[src/rtl/mandel_pixel_scheduler.sv]
// mandel_pixel_scheduler: raster-scans a WIDTH x HEIGHT frame and hands pixel
// coordinates to NUM_ENGINES Mandelbrot point engines. Results come back out of
// order and leave on a valid/ready stream tagged with their (x, y).
// Build macro PERF_COUNT_EN adds the perf_cycles / perf_iter_sum counters.
//
// top state | meaning
// IDLE      | waiting for frame_start
// SCAN      | dispatching pixels in raster order
// DRAIN     | every pixel issued, waiting for slots and output register to empty
//
// slot state | meaning
// FREE       | engine idle, may receive a pixel
// ARMED      | start pulse out, engine done level is still stale this cycle
// RUN        | engine computing, waiting for eng_done
// HOLD       | result captured, waiting for the output register
module mandel_pixel_scheduler #(
  parameter int NUM_ENGINES = 4,
  parameter int HBI         = 32,
  parameter int WIDTH       = 640,
  parameter int HEIGHT      = 480
) (
  input  logic                       CLK,
  input  logic                       RST_N,
  input  logic                       frame_start,
  output logic                       busy,
  output logic                       frame_done,
  output logic [NUM_ENGINES-1:0]     eng_start,
  output logic [12*NUM_ENGINES-1:0]  eng_x,
  output logic [12*NUM_ENGINES-1:0]  eng_y,
  input  logic [NUM_ENGINES-1:0]     eng_done,
  input  logic [HBI*NUM_ENGINES-1:0] eng_iter,
  output logic                       pix_valid,
  input  logic                       pix_ready,
  output logic [11:0]                pix_x,
  output logic [11:0]                pix_y,
  output logic [HBI-1:0]             pix_iter
`ifdef PERF_COUNT_EN
  ,
  output logic [31:0]                perf_cycles,
  output logic [47:0]                perf_iter_sum
`endif
);

  localparam int PW = (NUM_ENGINES > 1) ? $clog2(NUM_ENGINES) : 1;
  localparam logic [11:0] X_LAST = 12'(WIDTH - 1);
  localparam logic [11:0] Y_LAST = 12'(HEIGHT - 1);

  typedef enum logic [1:0] {ST_IDLE, ST_SCAN, ST_DRAIN} top_state_t;
  typedef enum logic [1:0] {SL_FREE, SL_ARMED, SL_RUN, SL_HOLD} slot_state_t;

  top_state_t  state, state_nxt;
  logic        frame_go, frame_end;
  slot_state_t slot [NUM_ENGINES];
  logic [11:0] tag_x [NUM_ENGINES];
  logic [11:0] tag_y [NUM_ENGINES];
  logic [HBI-1:0] res_iter [NUM_ENGINES];
  logic [11:0] scan_x, scan_y;
  logic [PW-1:0] disp_ptr, coll_ptr, disp_idx, coll_idx;
  logic disp_fire, coll_found, coll_fire, all_free, last_pixel;

  // Round-robin pointers never exceed NUM_ENGINES-1, so a single subtract wraps.
  function automatic logic [PW-1:0] wrap_idx(input int v);
    int r;
    r = (v >= NUM_ENGINES) ? v - NUM_ENGINES : v;
    return PW'(r);
  endfunction

  // Dispatch target: first FREE slot at or after the dispatch pointer, SCAN only.
  always_comb begin
    disp_fire = 1'b0;
    disp_idx  = '0;
    for (int k = 0; k < NUM_ENGINES; k++) begin
      if (!disp_fire && slot[wrap_idx(int'(disp_ptr) + k)] == SL_FREE) begin
        disp_fire = 1'b1;
        disp_idx  = wrap_idx(int'(disp_ptr) + k);
      end
    end
    if (state != ST_SCAN) disp_fire = 1'b0;
  end

  // Collect source: first HOLD slot at or after the collect pointer.
  always_comb begin
    coll_found = 1'b0;
    coll_idx   = '0;
    for (int k = 0; k < NUM_ENGINES; k++) begin
      if (!coll_found && slot[wrap_idx(int'(coll_ptr) + k)] == SL_HOLD) begin
        coll_found = 1'b1;
        coll_idx   = wrap_idx(int'(coll_ptr) + k);
      end
    end
    coll_fire = coll_found && (!pix_valid || pix_ready);
  end

  // Frame bookkeeping terms.
  always_comb begin
    all_free = 1'b1;
    for (int i = 0; i < NUM_ENGINES; i++) begin
      if (slot[i] != SL_FREE) all_free = 1'b0;
    end
    last_pixel = (scan_x == X_LAST) && (scan_y == Y_LAST);
  end

  // Top FSM next state.
  always_comb begin
    state_nxt = state;
    frame_go  = 1'b0;
    frame_end = 1'b0;
    case (state)
      ST_IDLE: begin
        if (frame_start) begin
          state_nxt = ST_SCAN;
          frame_go  = 1'b1;
        end
      end
      ST_SCAN: begin
        if (disp_fire && last_pixel) state_nxt = ST_DRAIN;
      end
      ST_DRAIN: begin
        if (all_free && !pix_valid) begin
          state_nxt = ST_IDLE;
          frame_end = 1'b1;
        end
      end
      default: state_nxt = ST_IDLE;
    endcase
  end

  // Top FSM state register with registered busy / frame_done.
  always_ff @(posedge CLK or negedge RST_N) begin
    if (!RST_N) begin
      state      <= ST_IDLE;
      busy       <= 1'b0;
      frame_done <= 1'b0;
    end else begin
      state      <= state_nxt;
      frame_done <= frame_end;
      if (frame_go)       busy <= 1'b1;
      else if (frame_end) busy <= 1'b0;
    end
  end

  // Raster scan counters advance once per dispatch.
  always_ff @(posedge CLK or negedge RST_N) begin
    if (!RST_N) begin
      scan_x <= '0;
      scan_y <= '0;
    end else if (frame_go) begin
      scan_x <= '0;
      scan_y <= '0;
    end else if (disp_fire) begin
      if (scan_x == X_LAST) begin
        scan_x <= '0;
        scan_y <= (scan_y == Y_LAST) ? 12'd0 : scan_y + 12'd1;
      end else begin
        scan_x <= scan_x + 12'd1;
      end
    end
  end

  // Slot FSMs, engine start/coordinate outputs and round-robin pointers.
  always_ff @(posedge CLK or negedge RST_N) begin
    if (!RST_N) begin
      eng_start <= '0;
      eng_x     <= '0;
      eng_y     <= '0;
      disp_ptr  <= '0;
      coll_ptr  <= '0;
      for (int i = 0; i < NUM_ENGINES; i++) begin
        slot[i]     <= SL_FREE;
        tag_x[i]    <= '0;
        tag_y[i]    <= '0;
        res_iter[i] <= '0;
      end
    end else begin
      eng_start <= '0;
      for (int i = 0; i < NUM_ENGINES; i++) begin
        case (slot[i])
          SL_FREE:  if (disp_fire && int'(disp_idx) == i) slot[i] <= SL_ARMED;
          SL_ARMED: slot[i] <= SL_RUN;
          SL_RUN: begin
            if (eng_done[i]) begin
              slot[i]     <= SL_HOLD;
              res_iter[i] <= eng_iter[HBI*i +: HBI];
            end
          end
          SL_HOLD:  if (coll_fire && int'(coll_idx) == i) slot[i] <= SL_FREE;
          default:  slot[i] <= SL_FREE;
        endcase
      end
      if (disp_fire) begin
        eng_start[disp_idx]              <= 1'b1;
        eng_x[12*int'(disp_idx) +: 12]   <= scan_x;
        eng_y[12*int'(disp_idx) +: 12]   <= scan_y;
        tag_x[disp_idx]                  <= scan_x;
        tag_y[disp_idx]                  <= scan_y;
        disp_ptr                         <= wrap_idx(int'(disp_idx) + 1);
      end
      if (coll_fire) coll_ptr <= wrap_idx(int'(coll_idx) + 1);
    end
  end

  // Output register: refills in the same cycle it is drained.
  always_ff @(posedge CLK or negedge RST_N) begin
    if (!RST_N) begin
      pix_valid <= 1'b0;
      pix_x     <= '0;
      pix_y     <= '0;
      pix_iter  <= '0;
    end else if (coll_fire) begin
      pix_valid <= 1'b1;
      pix_x     <= tag_x[coll_idx];
      pix_y     <= tag_y[coll_idx];
      pix_iter  <= res_iter[coll_idx];
    end else if (pix_ready) begin
      pix_valid <= 1'b0;
    end
  end

`ifdef PERF_COUNT_EN
  logic [48:0] iter_sum_ext;
  assign iter_sum_ext = {1'b0, perf_iter_sum} + 49'(pix_iter);

  // Saturating frame performance counters, cleared when a frame is accepted.
  always_ff @(posedge CLK or negedge RST_N) begin
    if (!RST_N) begin
      perf_cycles   <= '0;
      perf_iter_sum <= '0;
    end else if (frame_go) begin
      perf_cycles   <= '0;
      perf_iter_sum <= '0;
    end else begin
      if (busy && perf_cycles != 32'hFFFF_FFFF) perf_cycles <= perf_cycles + 32'd1;
      if (pix_valid && pix_ready)
        perf_iter_sum <= iter_sum_ext[48] ? 48'hFFFF_FFFF_FFFF : iter_sum_ext[47:0];
    end
  end
`endif

endmodule

[config.mk]
export PLATFORM = sky130hd
export DESIGN_NAME = mandel_pixel_scheduler
export DESIGN_NICKNAME = d
export VERILOG_FILES = /design/src/rtl/mandel_pixel_scheduler.sv
export SDC_FILE = /design/constraint.sdc
export NUM_CORES = 1
export LEC_CHECK = 0
export BUFFER_PORTS_ARGS = -buffer_cell sky130_fd_sc_hd__buf_2
export CELL_PAD_IN_SITES_DETAIL_PLACEMENT = 1
export CELL_PAD_IN_SITES_GLOBAL_PLACEMENT = 2
export CORE_MARGIN = 4
export CORE_UTILIZATION = 38
export DETAILED_ROUTE_END_ITERATION = 10
export PLACE_DENSITY = 0.87
export RECOVER_POWER = 50
export SETUP_SLACK_MARGIN = 0.1
export SYNTH_ARGS = -nofsm -noshare
export SYNTH_HDL_FRONTEND = slang
export SYNTH_SLANG_ARGS = --single-unit
[constraint.sdc]
create_clock -name CLK -period 5.07 [get_ports CLK]
set_clock_uncertainty 0.15 [all_clocks]
set_input_delay 0.507 -clock CLK [delete_from_list [all_inputs] [get_ports CLK]]
set_output_delay 0.507 -clock CLK [all_outputs]
set_load 0.01 [all_outputs]
[Yosys cells after proc, flatten, opt, wreduce, memory -nomap -nowiden]
Cells that the tools add are included.
Operators by class
  add/sub/neg operators: 21
  multiply operators: 1
  $lt $le $gt $ge: 23
  equality and inequality tests: 42
  shift operators: 3
  multiplexer cells: 108
  bitwise gates (word level): 10
  reductions and logical operators: 57
Operators by type and width (count)
  $bwmux 48: 4
  $mux 12: 12
  $mux 2: 49
  $shiftx 12x33->48: 2
  $bmux 32 s2: 1
  $mux 32: 2
  $ge 3x3->1 const B: 18
  $bmux 12 s2: 2
  $shift 12x33->48 const A: 1
  $eq 2x2->1 const B: 17
  $neg 6->33: 1
  $bmux 2 s2: 8
  $pmux 2 s4: 4
  $ne 2x2->1 const B: 15
  $not 2->3: 10
  $add 12x1->12 const B: 2
  $demux 12 s2: 1
  $logic_not 2->1: 11
  $mux 1: 22
  $logic_and 1x1->1: 20
  $sub 2x1->2 const B: 10
  $reduce_bool 2->1: 8
  $reduce_and 3->1: 5
  $eq 2x1->1 const B: 7
  16 further kinds: 33
Word-level totals
  register bits: 421
  bits of input ports: 136
  output and inout port bits: 159
  logic and storage cells: 295

[Depth between registers and ports, before layout]
Gate-level depths: netlist of run 1.
  depth in word-level cells: 23
  mapped depth: 14
  depth with buffers taken out: 10

[Worst setup path before layout of run 1]
Ideal clock, no wire load.
  path type: reg-to-reg
  from: register slot[7] (netlist name)
  to: register eng_x[32]
  setup time: 0.067 ns
  data arrival time: 3.306 ns
  required time: 4.853 ns
  path slack: 1.547 ns
  cell stages (with the launch flop): 15
  buffers on the path: 4
  period minus slack after synthesis: 3.523 ns
  cells stage by stage: dfrtp_1 > clkbuf_2 > inv_1 > a31o_2 > a21oi_2 > buf_2 > clkbuf_1 > ha_1 > buf_2 > inv_1 > nor2_1 > nand3b_1 > a2111o_1 > nor2_2 > a221o_1
Between the ends
  cells in the longest elaborated chain, start to end: 18
  elaborated cells on any way between the ends: 36
  those cells by class: 1 x add/sub; 1 x mul; 2 x shift; 22 x mux; 10 x reduce/logical
Ends and longest elaborated chain
  start: declaration: line 53  | slot_state_t slot [NUM_ENGINES];
  $bmux 2 s2: line 73  | if (!disp_fire && slot[wrap_idx(int'(disp_ptr) + k)] == SL_FREE) begin
  $mux 2 (implied by the code) (2 in a row): line 73
  $logic_not 2->1: line 73
  $mux 1: line 73
  $logic_not 1->1: line 73
  $logic_and 1x1->1: line 73
  $mux 1: line 73
  $logic_not 1->1: line 73
  $logic_and 1x1->1: line 73
  $mux 1: line 73
  $logic_not 1->1: line 73
  $logic_and 1x1->1: line 73
  $mux 2: line 73
  $mul 2x2->4: line 192  | eng_x[12*int'(disp_idx) +: 12] <= scan_x;
  $neg 6->33: line 192
  $shiftx 12x33->48 / $shift 12x33->48 (equally long branches): line 192
  $bwmux 48: line 192
  end signal: indexed assignment: line 192
  end: declaration: line 28  | output logic [12*NUM_ENGINES-1:0] eng_x,
Parallel ways exist; a longest one is shown, timed or not. The select of a mux whose other input is x is not followed.
A chain may end at the register's enable or synchronous reset.

[Final worst setup path of run 1]
  from: register slot[1] (netlist name)
  to: register eng_y[32]
Between the ends
  cells in the longest elaborated chain, start to end: 18
  elaborated cells on any way between the ends: 36
  those cells by class: 1 x add/sub; 1 x mul; 2 x shift; 22 x mux; 10 x reduce/logical
Ends and longest elaborated chain
  $bmux 2 s2: line 73
  $mux 2 (implied by the code) (2 in a row): line 73
  $logic_not 2->1: line 73
  $mux 1: line 73
  $logic_not 1->1: line 73
  $logic_and 1x1->1: line 73
  $mux 1: line 73
  $logic_not 1->1: line 73
  $logic_and 1x1->1: line 73
  $mux 1: line 73
  $logic_not 1->1: line 73
  $logic_and 1x1->1: line 73
  $mux 2: line 73
  $mul 2x2->4: line 193  | eng_y[12*int'(disp_idx) +: 12] <= scan_y;
  $neg 6->33: line 193
  $shiftx 12x33->48 / $shift 12x33->48 (equally long branches): line 193
  $bwmux 48: line 193
  end signal: indexed assignment: line 193
  end: declaration: line 29  | output logic [12*NUM_ENGINES-1:0] eng_y,
Parallel ways exist; a longest one is shown, timed or not. The select of a mux whose other input is x is not followed.

==> flow_metrics.env, run 1 <==
export IMPL_status="finished, violations left"
export IMPL_violations="capacitance limit, slew limit"
export IMPL_startpoint="slot[1]"
export IMPL_dr_wl_met3_microns=4320
export IMPL_ant_nets=0
export IMPL_place_congestion=0.852
export IMPL_numPortBuffers=294
export IMPL_drc=0
export IMPL_initial_core_util=0.387
export IMPL_cts_root_buf="clkbuf_16"
export IMPL_required_ns=5.43
export IMPL_synth_top_area_cell="dfrtp_1"
export IMPL_post_synth_top_area_fraction=0.554
export IMPL_overflow=0
export IMPL_r2r_start="slot[1]"
export IMPL_synth_cell_type_count=72
export IMPL_clock_sinks=421
export IMPL_cts_reportedPaths_clkPinSlew_ns=0.06
export IMPL_antenna_found_initial=6
export IMPL_rsz0062_at_grt="no"
export IMPL_postCtsSetupBuffers=0
export IMPL_power_frac_comb=0.449
export IMPL_setup_viol=0
export IMPL_final_seq_area_sq_um=10500
export IMPL_intPower_w=0.00941
export IMPL_post_drt_wl_per_cell_microns=25.5
export IMPL_post_route_min_period_ns=4.19
export IMPL_synth_nets=1771
export IMPL_p_clk_frac=0.220
export IMPL_synthArstFlopShare=1.00
export IMPL_crit_arrival_ns=4.55
export IMPL_worstSkewPairLatency_ns=0.59
export IMPL_multi_input_area_sq_um=7940
export IMPL_grt_first_pass_wirelength_microns=103000
export IMPL_place_area_sq_um=21100
export IMPL_fin_tns_setup_ns=0
export IMPL_seq_power_share=0.331
export IMPL_clock_fmax_mhz=239
export IMPL_synth_edf_count=0
export IMPL_numCtsBuffers=47
export IMPL_max_slew_margin=-0.907
export IMPL_cp_end_kind="flip-flop"
export IMPL_grt_max_degree=107
export IMPL_dp_hpwl_microns=41800
export IMPL_drv_cap=1
export IMPL_syn_area_sq_um=19000
export IMPL_synth_warnings=0
export IMPL_min_period_over_period=0.826
export IMPL_worst_pin_slew_ns=2.86
export IMPL_seq_area_frac_synth=0.554
export IMPL_p_leak_nw=11.0
export IMPL_syn2layout_area_growth_pct=23.4
export IMPL_grt_pass1_vias=16400
export IMPL_swShare=0.425
export IMPL_top_layer="met5"
export IMPL_cts_htree_levels=2
export IMPL_worstPathMaxFanout=25
export IMPL_synthCells=1608
export IMPL_power_density_nw_per_um2=698
export IMPL_n_fill_cell=5247
export IMPL_dieWidth_microns=232
export IMPL_finalInstanceArea_sq_um=23500
export IMPL_ioPinCount=295
export IMPL_yosys_top_cells_area="dfrtp_1, mux2_2, mux2i_1"
export IMPL_synthFlopType="dfrtp_1"
export IMPL_hold_slack_ns=0.0121
export IMPL_hp_class="primary input to flip-flop"
export IMPL_vias_per_cell=5.58
export IMPL_holdBufCountCts=94
export IMPL_grt_util_all_layers=0.247
export IMPL_max_clock_path_buffers=3
export IMPL_ys_top_cells_by_count="dfrtp_1, nand2_1, mux2_2"
export IMPL_worstSetupStartpointType="flip-flop"
export IMPL_num_vias=14800
export IMPL_finalHoldViolCount=0
export IMPL_rows=81
export IMPL_synth_seq_cells=421
export IMPL_irDropWorstVdd_mv=0.492
export IMPL_fin_util=0.477
export IMPL_wl_met2_microns=32900
export IMPL_hp_start="eng_iter[116]"
export IMPL_dr_pass1_iters=5
export IMPL_tritoncts="done"
export IMPL_slew_violations=105
export IMPL_dieHeight_microns=232
export IMPL_nets=2117
export IMPL_syn_avg_cell_area_sq_um=11.8
export IMPL_dieArea_sq_um=53700
export IMPL_drt_iter0_drc=1062
export IMPL_core_sq_um=49200
export IMPL_wl_met1_microns=28600
export IMPL_yosysMostFrequentCell="dfrtp_1"
export IMPL_switchingPower_w=0.00696
export IMPL_drt_wl_total_microns=67800
export IMPL_worstSetupPathType="flip-flop to flip-flop"
export IMPL_cts_resized=0
export IMPL_drive_gt1_frac=0.231
## final timing paths
| check | to | slack, ns | cells after the start |
|---|---|---|---|
| max | eng_y[32] | 0.88 | 11 |
| min | res_iter[20] | 0.01 | 2 |
| max reg2reg | eng_y[32] | 0.88 | 11 |
| min reg2reg | pix_y[6] | 0.33 | 1 |
| max in group asynchronous | res_iter[12] | 1.35 | 3 |
| min in group asynchronous | res_iter[32] | 1.22 | 2 |
## cell usage in the layout (no fill, tap or decap), types with 22 or more instances in the layout
cell,n
a21o_1,60
a221o_1,34
and2_1,22
buf_2,134
clkbuf_1,163
clkbuf_16,47
dfrtp_1,421
dlygate4sd3_1,94
ha_1,27
mux2_2,185
mux2i_1,126
nand2_1,228
nor2_1,44
o21ai_0,51
o22ai_1,58
## metrics by stage
stage | worst slack, ns | instances | total power, W
3_5_place_dp | 0.960 | 2475 | 0.0126
4_1_cts | 0.932 | 2651 | 0.0163
3_3_place_gp | 1.17 | 2475 | 0.0123
6_report | 0.882 | 2655 | 0.0164
2_1_floorplan | 1.55 | 1608 | 0.0101
5_1_grt | 0.641 | 2654 | 0.0172
## registers in the layout, summed over array words and instances (netlist names), 12 cells and up
name      flops
res_iter    128
eng_x        48
eng_y        48
tag_x        48
tag_y        48
pix_iter     32
pix_x        12
pix_y        12
scan_x       12
scan_y       12
## final cells by class
cell class	instances	share of cell area
Timing Repair Buffer	411	0.104
Tap cell	664	0.0354
Inverter	21	0.00347
Antenna cell	4	0.000427
Clock inverter	22	0.0122
Clock buffer	60	0.0565
Sequential cell	421	0.449
Multi-Input combinational cell	1052	0.339
## layer usage
layer | vias up | track usage
met1 | 7683 | 0.321
met5 | - | 0
met3 | 133 | 0.0473
met2 | 559 | 0.417
li1 | 6434 | -
met4 | 4 | 0.0833
## kinds of logic (layout without fill, tap and decap cells)
| group | Yosys count | after routing | share of synthesized area |
|---|---|---|---|
| buf+inv | 135 | 514 | 0.0302 |
| xor+xnor | 10 | 10 | 0.00461 |
| simple gates | 397 | 397 | 0.0995 |
| other cells | 0 | 4 | 0 |
| flops | 421 | 421 | 0.554 |
| mux | 311 | 311 | 0.176 |
| fa+ha+maj | 27 | 27 | 0.0178 |
| compound gates | 307 | 307 | 0.118 |
## power by group through the flow
stage / logic, W / registers [W] / clock network, W
CTS: 0.00735 / 0.00530 / 0.00366
global route: 0.00789 / 0.00550 / 0.00382
finish: 0.00736 / 0.00541 / 0.00360
global placement: 0.00703 / 0.00526 / 0
detailed placement: 0.00724 / 0.00534 / 0
floorplan: 0.00497 / 0.00513 / 0
## worst max-delay path: stages (launching register included)
cell	delay, ns
dfrtp_1	0.47
nor2_1	0.25
o31ai_1	0.15
a211oi_4	0.34
buf_4	0.44
inv_4	0.13
ha_1	0.32
nor2_1	0.18
nand3b_1	0.36
a2111o_1	0.71
nor2_2	0.39
a221o_1	0.22
(Power assumes the default switching activity.)
==> run 2, diff against run 1 <==
==> constraint.sdc (replaced) <==
create_clock -name CLK -period 4.3 [get_ports CLK]
set_clock_uncertainty 0.15 [all_clocks]
set_input_delay 0.43 -clock CLK [delete_from_list [all_inputs] [get_ports CLK]]
set_output_delay 0.43 -clock CLK [all_outputs]
set_load 0.01 [all_outputs]
==> run 2 against run 1 <==
  * The run still ends with capacitance limit, slew limit left
  * Die area unchanged
  * Global-route usage up 0.22 points
  * Sequential power up 18%
  * Count of clock-buffer cells in the layout up 12
  * Register-to-register slack worse by 0.52 ns
  * First-iteration DRC count down 1.2%
  * Largest power group unchanged
==> flow_metrics.env, run 2 (synthesis results as in run 1) <==
export IMPL_final_common_cell="dfrtp_1"
export IMPL_n_fill_cell=5197
export IMPL_regToRegSetupSlack_ns=0.36
export IMPL_drc=0
export IMPL_power_frac_comb=0.452
export IMPL_post_route_min_period_ns=3.94
export IMPL_worstSetupStartpointType="flip-flop"
export IMPL_p_leak_nw=11.2
export IMPL_fin_util=0.487
export IMPL_numCtsBuffers=47
export IMPL_initial_core_util=0.387
export IMPL_drt_wl_total_microns=68400
export IMPL_holdPathStages=3
export IMPL_vias_per_cell=5.59
export IMPL_dieWidth_microns=232
export IMPL_dieArea_sq_um=53700
export IMPL_hp_start="pix_ready"
export IMPL_power_w=0.0194
export IMPL_largest_reg_flops=128
export IMPL_fin_tns_setup_ns=0
export IMPL_required_ns=4.67
export IMPL_irDropWorstVdd_mv=0.541
export IMPL_grt_busiest_layer="met2"
export IMPL_cts_reportedPaths_clkPinSlew_ns=0.06
export IMPL_top_register="res_iter"
export IMPL_seq_power_share=0.331
export IMPL_critPathBufInv=2
export IMPL_cp_slowest_cell="or4_1"
export IMPL_gr_usage_met1=0.309
export IMPL_place_congestion=0.874
export IMPL_worstPathMaxFanout=29
export IMPL_grt_max_degree=113
export IMPL_min_period_over_period=0.916
export IMPL_switchingPower_w=0.00815
export IMPL_stdcell_count=2706
export IMPL_cts_root_buf="clkbuf_16"
export IMPL_drv_cap=1
export IMPL_cp_end_kind="flip-flop"
export IMPL_r2r_cells=9
export IMPL_swShare=0.420
export IMPL_worstSkewPairLatency_ns=0.59
export IMPL_cp_cell_sequence="inv_1, a21oi_1, a21oi_4, inv_2, ha_1, nand2_2, or4_1, nor2_4, a221o_1"
export IMPL_max_clock_path_buffers=3
export IMPL_grt_util_all_layers=0.249
export IMPL_p_clk_frac=0.217
export IMPL_ant_nets=0
export IMPL_ioPinCount=295
export IMPL_worst_pin_slew_ns=3.14
export IMPL_post_drt_wl_per_cell_microns=25.3
export IMPL_syn2layout_area_growth_pct=25.8
export IMPL_overflow=0
export IMPL_nets=2165
export IMPL_place_area_sq_um=21200
export IMPL_critical_path_top_delay_family="simple AND/OR/NAND/NOR gates"
export IMPL_placed_cells=2485
export IMPL_num_vias=15100
export IMPL_dieHeight_microns=232
export IMPL_rsz0062_at_grt="no"
export IMPL_numPortBuffers=294
export IMPL_cts_htree_levels=2
export IMPL_clock_fmax_mhz=254
export IMPL_finalInstanceArea_sq_um=23900
export IMPL_met3_usage=0.0595
export IMPL_drive_gt1_frac=0.231
export IMPL_grtUsageMet2=0.421
export IMPL_max_stage_delay_ns=0.85
export IMPL_crit_arrival_ns=4.31
export IMPL_core_sq_um=49200
export IMPL_antenna_found_initial=8
export IMPL_setup_viol=0
export IMPL_drt_iter0_drc=1049
export IMPL_min_to="pix_valid"
export IMPL_tritoncts="done"
export IMPL_r2r_end="eng_y[0]"
export IMPL_rows=81
export IMPL_final_cell_mix="dfrtp_1, nand2_1, mux2_2"
export IMPL_violations="capacitance limit, slew limit"
export IMPL_dr_pass1_iters=5
export IMPL_finalHoldViolCount=0
export IMPL_clock_sinks=421
export IMPL_power_density_nw_per_um2=810
export IMPL_worstSetupPathType="flip-flop to flip-flop"
export IMPL_grt_pass1_vias=16800
export IMPL_max_slew_margin=-1.09
export IMPL_r2r_start="slot[3]"
export IMPL_slew_violations=110
export IMPL_dp_hpwl_microns=42200
export IMPL_intPower_w=0.0112
export IMPL_status="finished, violations left"
export IMPL_grt_first_pass_wirelength_microns=104000
export IMPL_hp_class="primary input to flip-flop"
==> run 2: changes by cell type in the layout (fill, tap and decap cells not counted), moves of 2 or more <==
cell	previous run	this run
buf_4	15	27
clkbuf_1	163	168
clkbuf_8	10	14
clkinv_2	8	5
clkinvlp_4	4	1
dlygate4sd3_1	94	129
inv_16	2	0
==> run 2: power by group through the flow <==
| stage | registers [W] | clock network (W) | logic (W) |
|---|---|---|---|
| 6_report | 0.00641 | 0.00421 | 0.00876 |
| 5_1_grt | 0.00651 | 0.00445 | 0.00938 |
| 4_1_cts | 0.00626 | 0.00426 | 0.00873 |
| 3_5_place_dp | 0.00630 | 0 | 0.00854 |
| 3_3_place_gp | 0.00621 | 0 | 0.00828 |
| 2_1_floorplan | 0.00605 | 0 | 0.00586 |
==> run 2: timing repair <==
action,CTS,global route
gates resized for setup,1,1
endpoints found under the hold margin,232,0
pin swaps,0,0
buffers inserted,0,3
hold buffers,129,0
setup endpoints to repair,8,8
==> run 2: how the worst max path moves through the flow <==
stage                       start        end  slack [ns]  cells past startpoint
final                     slot[3]   eng_y[0]        0.36                      9
after floorplan           slot[7]  eng_x[32]        0.78                     14
after CTS                 slot[7]  eng_y[35]        0.24                      9
after global routing      slot[6]  eng_x[22]         0.1                      9
after global placement    slot[7]  eng_y[34]        0.21                      9
after detailed placement  slot[7]  eng_y[35]        0.02                      9
==> run 2: final cells by class <==
cell class | instances | area (sq um) | share of cell area
antenna | 5 | 12.5 | 0.000523
inverter | 21 | 81.3 | 0.00340
timing repair buffer | 459 | 2900 | 0.121
tap | 664 | 831 | 0.0347
sequential | 421 | 10500 | 0.440
clock buffer | 72 | 1430 | 0.0598
clock inverter | 12 | 178 | 0.00743
multi-input combinational | 1052 | 7950 | 0.332
==> run 2: metrics by stage <==
step	setup WS (ns)	hold slack, ns
floorplan	0.777	-0.0156
global placement	0.207	0.305
detailed placement	0.0239	0.310
CTS	0.238	0.0208
global route	0.0994	0.0509
finish	0.361	0.0469
==> run 2: worst register-to-register path, stage by stage (launching register included) <==
cell and delay (ns):
dfrtp_1 0.52, inv_1 0.14, a21oi_1 0.34, a21oi_4 0.14
inv_2 0.44, ha_1 0.43, nand2_2 0.34, or4_1 0.85
nor2_4 0.34, a221o_1 0.20
==> run 2: routing by layer <==
| layer | vias to the layer above | part of all wire |
|---|---|---|
| li1 | 6555 | - |
| met1 | 7815 | 0.41 |
| met2 | 578 | 0.48 |
| met3 | 162 | 0.069 |
| met4 | 6 | 0.034 |
| met5 | - | 0.00053 |
